## src/rtl/dwrr_req_queues.sv

```systemverilog
// Per-flow request FIFOs in front of a DWRR arbiter: each non-empty queue raises a request, and the granted head word is popped into a registered output.
// Optional macro DWRR_GNT_CHECK_EN builds a sticky grant-protocol checker on err.

module dwrr_req_fifo #(
  parameter int DWID  = 8,
  parameter int DEPTH = 4,
  localparam int PW   = $clog2(DEPTH)
) (
  input  logic            clk,
  input  logic            rst,
  input  logic            push_i,
  input  logic            pop_i,
  input  logic [DWID-1:0] din_i,
  output logic [DWID-1:0] head_o,
  output logic            ready_o,
  output logic            nempty_o
);
  logic [DWID-1:0] mem_q [DEPTH];
  logic [PW-1:0]   wr_ptr_q, wr_ptr_d, rd_ptr_q, rd_ptr_d;
  logic [PW:0]     cnt_q, cnt_d;
  logic            do_push, do_pop;

  assign ready_o  = (cnt_q != (PW+1)'(DEPTH));
  assign nempty_o = (cnt_q != '0);
  assign head_o   = mem_q[rd_ptr_q];

  // Readiness comes from the registered count, so a full queue refuses a push even when it is popped in the same cycle.
  assign do_push = push_i & ready_o;
  assign do_pop  = pop_i & nempty_o;

  always_comb begin
    wr_ptr_d = wr_ptr_q;
    rd_ptr_d = rd_ptr_q;
    cnt_d    = cnt_q;
    if (do_push) wr_ptr_d = wr_ptr_q + 1'b1;
    if (do_pop)  rd_ptr_d = rd_ptr_q + 1'b1;
    case ({do_push, do_pop})
      2'b10:   cnt_d = cnt_q + 1'b1;
      2'b01:   cnt_d = cnt_q - 1'b1;
      default: cnt_d = cnt_q;
    endcase
  end

  always_ff @(posedge clk or negedge rst) begin
    if (!rst) begin
      wr_ptr_q <= '0;
      rd_ptr_q <= '0;
      cnt_q    <= '0;
    end else begin
      wr_ptr_q <= wr_ptr_d;
      rd_ptr_q <= rd_ptr_d;
      cnt_q    <= cnt_d;
    end
  end

  always_ff @(posedge clk) begin
    if (do_push) mem_q[wr_ptr_q] <= din_i;
  end
endmodule

module dwrr_req_queues #(
  parameter int NUM_REQS = 4,
  parameter int DWID     = 8,
  parameter int DEPTH    = 4,
  parameter int CNTWID   = $clog2(NUM_REQS)
) (
  input  logic                     clk,
  input  logic                     rst,
  input  logic [NUM_REQS-1:0]      in_valid,
  input  logic [NUM_REQS*DWID-1:0] in_data,
  output logic [NUM_REQS-1:0]      in_ready,
  output logic [NUM_REQS-1:0]      reqs,
  input  logic [NUM_REQS-1:0]      gnt,
  output logic                     out_valid,
  output logic [DWID-1:0]          out_data,
  output logic [CNTWID-1:0]        out_id,
  output logic                     err
);
  logic [NUM_REQS-1:0][DWID-1:0] head;
  logic [NUM_REQS-1:0]           pop_vec;
  logic [CNTWID-1:0]             pop_id;
  logic                          pop_any;
  logic                          out_valid_q;
  logic [DWID-1:0]               out_data_q, out_data_d;
  logic [CNTWID-1:0]             out_id_q, out_id_d;

  for (genvar g = 0; g < NUM_REQS; g++) begin : g_q
    dwrr_req_fifo #(.DWID(DWID), .DEPTH(DEPTH)) u_fifo (
      .clk      (clk),
      .rst      (rst),
      .push_i   (in_valid[g]),
      .pop_i    (pop_vec[g]),
      .din_i    (in_data[g*DWID +: DWID]),
      .head_o   (head[g]),
      .ready_o  (in_ready[g]),
      .nempty_o (reqs[g])
    );
  end

  // Descending scan so the lowest-index granted non-empty queue wins a multi-hot grant.
  always_comb begin
    pop_vec = '0;
    pop_id  = '0;
    pop_any = 1'b0;
    for (int i = NUM_REQS-1; i >= 0; i--) begin
      if (gnt[i] && reqs[i]) begin
        pop_any = 1'b1;
        pop_id  = CNTWID'(i);
      end
    end
    if (pop_any) pop_vec[pop_id] = 1'b1;
  end

  always_comb begin
    out_data_d = out_data_q;
    out_id_d   = out_id_q;
    if (pop_any) begin
      out_data_d = head[pop_id];
      out_id_d   = pop_id;
    end
  end

  always_ff @(posedge clk or negedge rst) begin
    if (!rst) begin
      out_valid_q <= 1'b0;
      out_data_q  <= '0;
      out_id_q    <= '0;
    end else begin
      out_valid_q <= pop_any;
      out_data_q  <= out_data_d;
      out_id_q    <= out_id_d;
    end
  end

  assign out_valid = out_valid_q;
  assign out_data  = out_data_q;
  assign out_id    = out_id_q;

`ifdef DWRR_GNT_CHECK_EN
  logic err_q;
  logic gnt_bad;
  // Violations: granting an idle requestor, or more than one grant bit set.
  assign gnt_bad = ((gnt & ~reqs) != '0) || ((gnt & (gnt - NUM_REQS'(1))) != '0);

  always_ff @(posedge clk or negedge rst) begin
    if (!rst)         err_q <= 1'b0;
    else if (gnt_bad) err_q <= 1'b1;
  end
  assign err = err_q;
`else
  assign err = 1'b0;
`endif
endmodule

```

## config.mk

```make
export PLATFORM = sky130hd
export DESIGN_NAME = dwrr_req_queues
export DESIGN_NICKNAME = d
export VERILOG_FILES = /design/src/rtl/dwrr_req_queues.sv
export SDC_FILE = /design/constraint.sdc
export NUM_CORES = 1
export LEC_CHECK = 0
export CORE_UTILIZATION = 62
export CTS_CLUSTER_DIAMETER = 200
export DETAILED_ROUTE_END_ITERATION = 6
export PLACE_DENSITY = 0.91
export SLEW_MARGIN = 10
export SYNTH_ARGS = -nofsm -noshare
export SYNTH_HDL_FRONTEND = slang
export SYNTH_SLANG_ARGS = --single-unit
```

## constraint.sdc

```tcl
create_clock -name clk -period 7.35 [get_ports clk]
set_clock_uncertainty 0.15 [all_clocks]
set_input_delay 1.47 -clock clk [delete_from_list [all_inputs] [get_ports clk]]
set_output_delay 1.47 -clock clk [all_outputs]
set_load 0.01 [all_outputs]
```

Word-level counts from Yosys, hierarchy flattened. Memory sizes are Yosys's and may differ from the RTL's. Cells that the tools add are included.

Magnitude comparators: 2. Add/sub/neg operators: 16. Bitwise logic cells: 8. Reductions and logical operators: 13. Mux-type cells: 25. Eq/ne operators: 12.

Operator list (count): 3-bit case mux with 2 select lines (4); 2-bit by 1-bit adder with 2-bit output (second input constant) (8); 8-bit binary-select mux with 2-bit select (1); 1-bit 2-to-1 mux (13); 3-bit by 1-bit adder with 3-bit output (second input constant) (4); 3-bit inequality test (second input constant) (4); 3-bit nonzero test (4); 3-bit by 1-bit subtractor with 3-bit output (second input constant) (4); 1-bit bitwise AND (8); 2-bit by 1-bit == test with 1-bit output (second input constant) (4); 2-bit == test (second input constant) (4); 2-bit 2-to-1 mux (4); 8-bit 2-to-1 mux (1); 2-bit nonzero test (4); 1-bit logical AND (5); 4-bit 2-to-1 mux (1); 2-bit by 3-bit less-than comparator with 1-bit output (second input constant) (1); 1-bit demux with 2-bit select (1); 2-bit by 1-bit >= comparator with 1-bit output (second input constant) (1).

Output and inout bits: 20. Input port bits: 42. Memory bits (writable): 128. Memories kept: 4. Logic and storage cells: 95. Register bits after elaboration: 39.

Memories: g_q[0].u_fifo.mem_q (depth 4, width 8, rd ports 1, clocked after Yosys merged registers in 0, write ports 1, line 18) `logic [DWID-1:0] mem_q [DEPTH];`; g_q[1].u_fifo.mem_q (depth 4, width 8, rd ports 1, clocked after Yosys merged registers in 0, write ports 1, line 18); g_q[2].u_fifo.mem_q (depth 4, width 8, rd ports 1, clocked after Yosys merged registers in 0, write ports 1, line 18); g_q[3].u_fifo.mem_q (depth 4, width 8, rd ports 1, clocked after Yosys merged registers in 0, write ports 1, line 18).

Longest topological paths before layout.
Depth after elaboration: 14. Gate-level depth with buffers: 10. Mapped depth without buffers: 10.

Hierarchy. From an unflattened synthesis, not the netlist that was laid out.

Cells, all modules: 418. Area total of the unflattened synthesis: 7180.6 µm².

Modules (own cells, without submodules): dwrr_req_fifo at g_q[2].u_fifo ... (area an instance 1580.3 µm², instances 2, cells an instance 79, seq. area each 1136.1 µm²); dwrr_req_fifo at g_q[0].u_fifo (area an instance 1589.0 µm², instances 1, cells an instance 79, seq. area each 1136.1 µm²); dwrr_req_fifo at g_q[1].u_fifo (area an instance 1582.8 µm², instances 1, cells an instance 79, seq. area each 1136.1 µm²); dwrr_req_queues (area an instance 848.3 µm², instances 1, cells an instance 102, seq. area each 275.3 µm²).

Worst setup path after synthesis. No wires, ideal clock.

Path type: input to register. From: input port gnt[3]. To: register g_q[3].u_fifo.cnt_q[2]. Buffers on the path: 0. Cell stages on the path: 9. Setup slack: 4.189 ns. Arrival time: 2.932 ns. Data required time: 7.121 ns. Setup time: 0.079 ns. Cells stage by stage: o31a_4 -> nand2_1 -> nor2_1 -> ha_1 -> inv_1 -> fa_1 -> xor2_1 -> nor2_1 -> xor2_1.

Cells in the longest elaborated chain, start to end: 13. Elaborated cells between the ends (all ways): 20. Classes of those cells: 2 x order compare; 2 x eq/ne; 12 x mux; 1 x bitwise; 3 x reduce/logical.

Ends and longest elaborated chain: from (decl) (line 73) `input logic [NUM_REQS-1:0] gnt,`; 1-bit logical AND (*) (line 106) `if (gnt[i] && reqs[i]) begin`; 2-bit 2-to-1 mux (4 in a row) (line 106); 2-bit by 3-bit less-than comparator with 1-bit output (not written as such) / 2-bit by 1-bit >= comparator with 1-bit output (equally long branches) (line 111) `if (pop_any) pop_vec[pop_id] = 1'b1;`; 1-bit logical AND (not written as such) (line 111); 1-bit 2-to-1 mux (not written as such) (line 111); 1-bit demux with 2-bit select (line 111); 4-bit 2-to-1 mux (*) (line 111); 1-bit bitwise AND (*) (line 29) `assign do_pop = pop_i & nempty_o;`; net g_q[3].u_fifo.do_pop (line 21) `logic do_push, do_pop;`; 2-bit by 1-bit == test with 1-bit output / 2-bit == test (equally long branches) (line 37) `case ({do_push, do_pop})`; 3-bit case mux with 2 select lines / 2-bit nonzero test (equally long branches); to (signal assigned) (line 52) `cnt_q <= cnt_d;`; to (decl) (line 20) `logic [PW:0] cnt_q, cnt_d;`.

Mark *: on every way through the listed nets, which the timed path passes. The rest lies on a longest branch. A chain may end at the register's enable or synchronous reset.

Worst setup path after layout.
From: input port gnt[2]. To: register g_q[3].u_fifo.cnt_q[2].

Cells in the longest elaborated chain, start to end: 12. Elaborated cells between the ends (all ways): 18. Classes of those cells: 2 x order compare; 2 x eq/ne; 10 x mux; 1 x bitwise; 3 x reduce/logical.

Ends and longest elaborated chain (line): 1-bit logical AND (*) (106); 2-bit 2-to-1 mux (3 in a row) (106); 2-bit by 3-bit less-than comparator with 1-bit output (not written as such) / 2-bit by 1-bit >= comparator with 1-bit output (equally long branches) (111); 1-bit logical AND (not written as such) (111); 1-bit 2-to-1 mux (not written as such) (111); 1-bit demux with 2-bit select (111); 4-bit 2-to-1 mux (*) (111); 1-bit bitwise AND (*) (29); net g_q[3].u_fifo.do_pop (21); 2-bit by 1-bit == test with 1-bit output / 2-bit == test (equally long branches) (37); 3-bit case mux with 2 select lines / 2-bit nonzero test (equally long branches).

Marked as above.

==> flow_summary.toml <==
[run_status]
status = "completed"

[routing]
vias = 3659
drtPass1Iterations = 6
drt_iter0_markers = 219
viasPerCell = 6.16
detail-route-antenna-nets = 0
routedWlPerCell_um = 23.1
drc = 0
routed_wl_um = 13700

[grt]
gr-total-overflow = 0
grt_pass1_wl_um = 21200
antenna_found_initial = 0
grt_usage_pct = 26.3
grt_pass1_vias = 3765
grt_max_degree = 40

[cts]
post_cts_buffers = 0
clockRootBuffer = "clkbuf_8"
cts_tree = "yes"
clockBufferDepth = 2
cts_buffers = 17
clk_pin_slew_worst_paths_ps = 70
post_cts_resize_count = 0
holdBufCountCts = 0
clock-sinks = 167
htreeDepth = 4
clock_latency_ps = 530

[synth]
synth_cell_type_count = 38
synthTopCellsByCount = "edfxtp_1, dfrtp_1, mux4_2, inv_1, ha_1"
synth_top_flop_cell = "edfxtp_1"
synthTopCellsByArea = "edfxtp_1, dfrtp_1, mux4_2, ha_1, xnor2_1"
synthArstFlopShare_pct = 23.4
synth_cells = 382
synth_area_sq_um = 6970
synth_most_common_cell = "edfxtp_1"
syn-mean-instance-area_sq_um = 18.3
ys_seq_elements = 167
synth_edf_count = 128
synth_top_area_share_pct = 55.1
synth_top_area_cell = "edfxtp_1"
yosysWarnings = 0
ys_seq_area_share_pct = 69.1
synth_fp_nets = 448

[timing]
max_slew_margin_pct = 36.9
setup_viol = 0
finalHoldViolCount = 0
max_freq_mhz = 270
worstMarginPinSlew_ps = 946
post-route-period-util_pct = 50.4
rsz0062_at_grt = "no"
period_minus_slack_ps = 3700
fin_setup_tns_ps = 0
maxSlewViolCount = 0

[power]
total_leakage_power_nw = 3.00
seq_power_share_pct = 45.0
power.share.switching_pct = 31.9
internal_power_w = 0.00231
vdd_drop_max_uv = 233
clockPowerShare_pct = 26.1
p_comb_share_pct = 28.9
power_density_nw_per_um2 = 413
power.switching_w = 0.00108

[floorplanning]
die-height_um = 108
start_util_pct = 64.1
die_w_um = 108
core-area_sq_um = 10900
die-area_sq_um = 11700
placementRows = 38
ioPinCount = 62

[critical_path]
crit_type = "in2reg"
start_kind = "primary input"
required_ps = 7650
rr_worst_depth = 9
endpoint_kind = "flip-flop"
critPathArrivalTime_ps = 4010
reg2reg_setup_slack_ps = 4110
crit_fanout = 13

[finish]
nets = 507
final_core_utilization_pct = 75.4
diodes = 0
layout-drive-gt1-share_pct = 17.4
fill_cells = 599
syn_to_final_growth_pct = 17.7
final_area_sq_um = 8210

[placed_design]
place.gp.congestion = 0.870
dp_hpwl_um = 9220
port_buffers = 60
placed_area_sq_um = 7610

[min_path]
whs_path_depth = 1
hp-class = "reg2reg"

[job]
drv_cap = 0
==> sequential cells by signal, summed over array words and instances (netlist names) <==
signal,cells
g_q.u_fifo.cnt_q,12
out_id,2
out_data,8
g_q.u_fifo.wr_ptr_q,8
g_q.u_fifo.rd_ptr_q,8
g_q.u_fifo.mem_q,128
out_valid,1
==> through the flow <==
stage	hold WS [ps]	total power (W)	worst slack [ps]	instances
3_3_place_gp	364	0.00242	3340	562
5_1_grt	404	0.00354	3510	594
4_1_cts	392	0.00341	3690	594
2_1_floorplan	347	0.00216	4190	382
3_5_place_dp	377	0.00250	3140	562
6_report	389	0.00339	3650	594
==> final timing paths <==
path / from / endpoint
worst max-delay path: gnt[2] / g_q[3].u_fifo.cnt_q[2]$_DFFE_PN0P_
worst min-delay path: g_q[3].u_fifo.cnt_q[0]$_DFFE_PN0P_ / g_q[3].u_fifo.cnt_q[0]$_DFFE_PN0P_
worst max register to register: g_q[2].u_fifo.cnt_q[1]$_DFFE_PN0P_ / g_q[3].u_fifo.cnt_q[2]$_DFFE_PN0P_
worst min register to register: g_q[3].u_fifo.cnt_q[0]$_DFFE_PN0P_ / g_q[3].u_fifo.cnt_q[0]$_DFFE_PN0P_
max in group asynchronous: rst / g_q[1].u_fifo.wr_ptr_q[1]$_DFFE_PN0P_
min in group asynchronous: rst / g_q[2].u_fifo.wr_ptr_q[0]$_DFFE_PN0P_
==> power by group through the flow <==
stage / Combinational (W) / Sequential, W / Clock [W]
floorplan: 0.000751 / 0.00141 / 0
global placement: 0.000903 / 0.00152 / 0
detailed placement: 0.000958 / 0.00154 / 0
CTS: 0.000985 / 0.00153 / 0.000889
global route: 0.00105 / 0.00156 / 0.000924
finish: 0.000981 / 0.00153 / 0.000884
==> critical path: stages <==
cell and delay (ps):
clkdlybuf4s50_1 460, o31ai_2 230, nand2_1 350, nor2_1 330
ha_1 250, inv_1 60, fa_1 380, xor2_1 150
nor2_1 160, xor2_1 160
==> cell families (layout without fill, tap and decap cells) <==
| group | after synthesis | after routing | synth area share [%] |
|---|---|---|---|
| AOI/OAI and AO/OA | 35 | 35 | 4.81 |
| adders and majority gates | 24 | 24 | 4.74 |
| muxes | 38 | 38 | 11.3 |
| and+or+nand+nor | 48 | 48 | 3.80 |
| other | 1 | 1 | 0.0538 |
| DFF | 167 | 167 | 69.1 |
| xor gates and xnor gates | 24 | 24 | 3.01 |
| buffers and inverters | 45 | 117 | 3.21 |
==> cells in the final DEF, fill, tap and decap left out, types with 3 or more instances in the layout <==
cell type / instances
and2_1: 4
a2bb2oi_1: 6
fa_1: 4
ha_1: 20
edfxtp_1: 128
clkinv_2: 3
dfrtp_1: 39
clkdlybuf4s50_1: 59
clkinvlp_4: 3
mux2_2: 4
mux4_2: 32
o221ai_1: 8
inv_1: 24
or3_1: 3
xor2_1: 11
o21ai_0: 3
clkinv_4: 3
and3_1: 16
xnor2_1: 13
nand2_1: 6
nand3_1: 5
nor2_1: 8
clkbuf_16: 16
a22oi_1: 8
bufinv_16: 3
==> area by class of cell <==
cell class | instances | area (sq um) | share of cell area (%)
clock buffer | 17 | 414 | 5.05
clock inverter | 15 | 178 | 2.16
inverter | 25 | 93.8 | 1.14
multi-input combinational | 170 | 1930 | 23.5
sequential | 167 | 4820 | 58.7
tap | 140 | 175 | 2.13
timing repair buffer | 60 | 596 | 7.26
==> routing by layer <==
| layer | up-vias | track usage [%] | part of all wire (%) |
|---|---|---|---|
| met1 | 1897 | 34.8 | 41 |
| met2 | 160 | 43.1 | 52 |
| li1 | 1582 | - | - |
| met3 | 20 | 5.12 | 5.6 |
| met5 | - | 0 | 0 |
| met4 | 0 | 11.2 | 2.1 |
(Power assumes the default switching activity.)
